File: config.mk
export PLATFORM = sky130hd
export DESIGN_NAME = accum_serial_tx
export DESIGN_NICKNAME = d
export VERILOG_FILES = /design/src/rtl/accum_pkg.sv /design/src/rtl/bit_timer.sv /design/src/rtl/accum_serial_tx.sv
export SDC_FILE = /design/constraint.sdc
export NUM_CORES = 1
export LEC_CHECK = 0
export ABC_AREA = 1
export BUFFER_PORTS_ARGS = -buffer_cell sky130_fd_sc_hd__clkbuf_2
export CAP_MARGIN = 0
export CORE_MARGIN = 2
export CORE_UTILIZATION = 45
export CTS_BUF_LIST = sky130_fd_sc_hd__clkbuf_16
export CTS_CLUSTER_SIZE = 14
export DETAILED_ROUTE_END_ITERATION = 8
export PLACE_DENSITY = 0.61
export SKIP_LAST_GASP = 1
export SLEW_MARGIN = 25
export SYNTH_ARGS = -nofsm -noshare
export SYNTH_HDL_FRONTEND = slang
export SYNTH_HIERARCHICAL = 1
export SYNTH_SLANG_ARGS = --single-unit
export TNS_END_PERCENT = 10
File: constraint.sdc
create_clock -name clk -period 1.8 [get_ports clk]
set_clock_uncertainty 0.15 [all_clocks]
set_input_delay 0.18 -clock clk [delete_from_list [all_inputs] [get_ports clk]]
set_output_delay 0.18 -clock clk [all_outputs]
set_load 0.02 [all_outputs]
File: src/rtl/accum_pkg.sv
// Shared types and constants for the accumulator serial transmitter.
package accum_pkg;

  localparam int DATA_W     = 16;
  localparam int FRAME_BITS = 19;      // start + 16 data + parity + stop
  localparam logic TX_IDLE  = 1'b1;    // line level when nothing is being sent

  typedef enum logic [2:0] {
    IDLE,
    START,
    DATA,
    PARITY,
    STOP
  } state_t;

endpackage : accum_pkg

File: src/rtl/bit_timer.sv
// Free-running tick counter that marks serial bit boundaries. The counter
// restarts from zero when a frame is accepted so the first bit is full length.
module bit_timer #(
  parameter int CLKS_PER_BIT = 4
) (
  input  logic clk,
  input  logic rst,
  input  logic clr,
  output logic tick
);

  localparam int CNT_W = (CLKS_PER_BIT > 1) ? $clog2(CLKS_PER_BIT) : 1;
  localparam logic [CNT_W-1:0] LAST = CNT_W'(CLKS_PER_BIT - 1);

  logic [CNT_W-1:0] r_cnt;

  // Count 0..CLKS_PER_BIT-1, wrapping at each bit boundary or on clear.
  // NOTE: clocked state uses non-blocking assignments so every register
  // samples the pre-edge values of its neighbours, whatever the block order.
  always_ff @(posedge clk or posedge rst) begin
    if (rst)               r_cnt <= '0;
    else if (clr || tick)  r_cnt <= '0;
    else                   r_cnt <= r_cnt + CNT_W'(1);
  end

  assign tick = (r_cnt == LAST);

endmodule : bit_timer

File: src/rtl/accum_serial_tx.sv
// Framed serial transmitter for the accumulator value: start bit, 16 data
// bits MSB first, even parity, stop bit. Outputs decode only registered state.
module accum_serial_tx
  import accum_pkg::*;
#(
  parameter int CLKS_PER_BIT = 4
) (
  input  logic              clk,
  input  logic              rst,
  input  logic [DATA_W-1:0] D,
  input  logic              load,
  output logic              ready,
  output logic              tx,
  output logic              busy,
  output logic              done
);

  localparam int BIT_W = $clog2(DATA_W);
  localparam logic [BIT_W-1:0] LAST_BIT = BIT_W'(DATA_W - 1);

  state_t            r_state;
  state_t            w_state_next;
  logic [DATA_W-1:0] r_shift;
  logic              r_parity;
  logic [BIT_W-1:0]  r_bit_cnt;
  logic              w_tick;
  logic              w_accept;
  logic              w_last_bit;

  assign w_accept   = load && (r_state == IDLE);
  assign w_last_bit = (r_bit_cnt == LAST_BIT);

  bit_timer #(
    .CLKS_PER_BIT (CLKS_PER_BIT)
  ) u_bit_timer (
    .clk  (clk),
    .rst  (rst),
    .clr  (w_accept),
    .tick (w_tick)
  );

  // State register.
  always_ff @(posedge clk or posedge rst) begin
    if (rst) r_state <= IDLE;
    else     r_state <= w_state_next;
  end

  // Next-state logic: each non-idle state lasts one bit time, DATA lasts 16.
  // NOTE: every always_comb output gets a default first so no path through
  // the case leaves it unassigned and infers a latch.
  always_comb begin
    w_state_next = r_state;
    case (r_state)
      IDLE:    if (w_accept)              w_state_next = START;
      START:   if (w_tick)                w_state_next = DATA;
      DATA:    if (w_tick && w_last_bit)  w_state_next = PARITY;
      PARITY:  if (w_tick)                w_state_next = STOP;
      STOP:    if (w_tick)                w_state_next = IDLE;
      default:                            w_state_next = IDLE;
    endcase
  end

  // Output decode from registered state, shift register and tick counter.
  always_comb begin
    ready = 1'b0;
    busy  = 1'b1;
    tx    = TX_IDLE;
    done  = 1'b0;
    case (r_state)
      IDLE: begin
        ready = 1'b1;
        busy  = 1'b0;
      end
      START:   tx   = 1'b0;
      DATA:    tx   = r_shift[DATA_W-1];
      PARITY:  tx   = r_parity;
      STOP:    done = w_tick;
      default: ;
    endcase
  end

  // Payload capture and MSB-first shifting; parity is fixed at acceptance.
  always_ff @(posedge clk or posedge rst) begin
    if (rst) begin
      r_shift  <= '0;
      r_parity <= 1'b0;
    end else if (w_accept) begin
      r_shift  <= D;
      r_parity <= ^D;
    end else if (r_state == DATA && w_tick) begin
      r_shift  <= {r_shift[DATA_W-2:0], 1'b0};
    end
  end

  // Data bit counter: cleared on entering DATA, advances once per data bit.
  always_ff @(posedge clk or posedge rst) begin
    if (rst)                              r_bit_cnt <= '0;
    else if (r_state == START && w_tick)  r_bit_cnt <= '0;
    else if (r_state == DATA && w_tick)   r_bit_cnt <= r_bit_cnt + BIT_W'(1);
  end

endmodule : accum_serial_tx

==> impl_metrics.tcl <==
set metrics [dict create \
    coreArea_mm2 0.003689 \
    rows 22 \
    die-area_mm2 0.004402 \
    synth_compound_area_frac 0.1280 \
    globalRouteOverflowTotal 0 \
    yosysTopAreaCellShare 0.3720 \
    hold_viol 0 \
    grtUsageTotal 0.1697 \
    status "finished clean" \
    nNetsFinal 302 \
    postCtsSetupRepairBufs 0 \
    synth-xor-area-share 0.02504 \
    fin_total_pwr_mw 2.893 \
    min_path_cells 3 \
    cts_sinks 26 \
    fmax_ghz 0.5887 \
    path_clk_slew_ns 0.06 \
    num_antenna_cells 0 \
    synthAdderAreaFrac 0.01431 \
    grt_pass1_vias 1416 \
    synth_edf_count 0 \
    initialDrtViolationCount 84 \
    seq_area_frac_synth 0.3720 \
    post_drt_wl_per_cell_um 10.06 \
    drc_errors 0 \
    relSlewSlack 0.7625 \
    worstSkewPairLatency_ns 0.26 \
    holdCritPathClass "input port to flip-flop" \
    clk_path_buf_depth 2 \
    period_share 0.9437 \
    setup_viol 0 \
    ys.warnings.count 6 \
    route.vias.total 1553 \
    fin_crit_ns 1.699 \
    worst_hold_slack_ns 0.03659 \
    ys_ff_latch 26 \
    cts_tree "done" \
    synth_mux_area_frac 0 \
    crit_path_end_kind "output port" \
    power_density_mw_per_mm2 1461 \
    rsz0062_at_grt "yes" \
    synth_flop_cell "dfrtp_1" \
    routed_wl_mm 3.299 \
    gp_congestion 0.8250 \
    antenna_found_initial 0 \
    die_w_um 66.35 \
    syn_area_mm2 0.001749 \
    yosysUniqueCellTypes 25 \
    cp.arrival_ns 1.37 \
    grt_start_max_net_pins 21 \
    p_leak_nw 1.104 \
    numPortBuffers 22 \
    yosys.area_share.simple 0.3476 \
    ant_nets 0 \
    startpoint_type "flip-flop" \
    placed_cell_area_mm2 0.001889 \
    syn_nets 278 \
    synth.most_common_cell "nand2_1" \
    slew_viol_final 0 \
    layout-drive-gt1-share 0.1429 \
    tns_ns 0 \
    synth_top_area_cell "dfrtp_1" \
    drv_cap 0 \
    peakVddDrop_mv 0.9716 \
    grt_pass1_wl_mm 5.858 \
    numCtsBuffers 3 \
    initial_utilization 0.4742 \
    synth_top_family_by_area "simple AND/OR/NAND/NOR gates" \
    worstMarginPinSlew_ns 0.3563 \
    routed_via_density 4.735 \
    fin_util 0.5370 \
    synthArstFlopShare 1.000 \
    synthToLayoutAreaGrowth_pct 13.23 \
    ios 23 \
    synth.area.top_cells "dfrtp_1 (37%), nand2_1 (20%), inv_1 (7.9%)" \
    drt_pre_antenna_iters 4 \
    clockRootBuffer "clkbuf_16" \
    path_class "flip-flop to output port" \
    syn_inst 257 \
    htreeDepth 1 \
    fin_area_mm2 0.001981 \
    dp_hpwl_mm 2.556 \
    cp.required_ns 1.47 \
    die_h_um 66.35 \
    ff2ff_path_depth 7 \
    netlist_top_cells_count "nand2_1 (91), inv_1 (37), nor2_1 (27), dfrtp_1 (26), o21ai_0 (25)" \
    worst-path-max-fanout 5 \
    synth.avg_cell_area_um2 6.806 \
]
-- what timing repair did --
action | 4_1_cts | 5_1_grt
hold buffers | 1 | 0
endpoints found under the setup margin | 0 | 2
hold endpoints to repair | 26 | 0
gates resized for setup | 0 | 2
-- worst max-delay path, cell delays in order (launching register included) --
cell and delay [ns]:
dfrtp_1 0.38, inv_1 0.16, nand2_4 0.11, nor2_8 0.15, nand2_1 0.08, nand3_1 0.07
clkbuf_2 0.17
-- per-stage QoR --
| stage | std cells | setup WS (ns) |
|---|---|---|
| floorplan | 257 | 0.2433 |
| global placement | 323 | 0.1887 |
| detailed placement | 323 | 0.1387 |
| CTS | 328 | 0.06711 |
| global route | 328 | -0.02212 |
| finish | 328 | 0.1013 |
-- power by group --
group / switching (mW) / internal (mW)
Clock: 0.190 / 0.297
Combinational: 0.886 / 0.490
Sequential: 0.157 / 0.872
Total: 1.23 / 1.66
-- state kept, by name, summed over array words and instances (netlist names) --
register	flops
r_bit_cnt	4
r_parity	1
r_shift	16
r_state	3
u_bit_timer/r_cnt	2
-- worst paths after layout --
path                                           startpoint                        endpoint  slack (ns)
min in group asynchronous                             rst  u_bit_timer/r_cnt[1]$_DFF_PP0_        0.16
max reg2reg                        r_state[0]$_DFFE_PP0P_         r_shift[11]$_DFFE_PP0P_        0.17
max                                r_state[0]$_DFFE_PP0P_                              tx        0.10
min reg2reg                u_bit_timer/r_cnt[0]$_DFF_PP0_  u_bit_timer/r_cnt[0]$_DFF_PP0_        0.29
max in group asynchronous                             rst          r_state[1]$_DFFE_PP0P_        0.77
min                                                  D[6]          r_shift[6]$_DFFE_PP0P_        0.04
-- metal layers --
layer,global-route usage,routed length (um),vias to the layer above
li1,-,-,840
met1,0.2251,1631,685
met2,0.2863,1539,26
met3,0.04089,114,2
met4,0.02296,13,0
met5,0,0,-
-- cell families (layout without fill, tap and decap cells) --
| group | after synthesis | count (layout) |
|---|---|---|
| buffers and inverters | 46 | 69 |
| adders and majority gates | 2 | 2 |
| xor gates and xnor gates | 5 | 5 |
| DFF | 26 | 26 |
| and+or+nand+nor | 136 | 136 |
| AOI/OAI and AO/OA | 42 | 42 |
-- area by class of cell --
| cell class | count | area, um2 |
|---|---|---|
| clock buffer | 3 | 75.07 |
| fill | 401 | 1708 |
| timing repair buffer | 25 | 135.1 |
| tap | 48 | 60.06 |
| inverter | 40 | 153.9 |
| multi-input combinational | 185 | 900.9 |
| clock inverter | 1 | 3.754 |
| sequential | 26 | 651.9 |
-- cell usage in the layout, fill, tap and decap left out, types with 2 or more instances in the layout --
master	count
nand2_4	2
a21oi_1	12
nor2_4	2
xnor2_1	3
clkbuf_16	3
buf_4	2
xor2_1	2
nor2_1	27
o22ai_1	3
ha_1	2
dfrtp_1	25
nand2_1	91
inv_1	37
o21ai_0	25
clkbuf_2	22
nand2_8	2
nand3_1	9
Power figures use the tool's default switching activity.
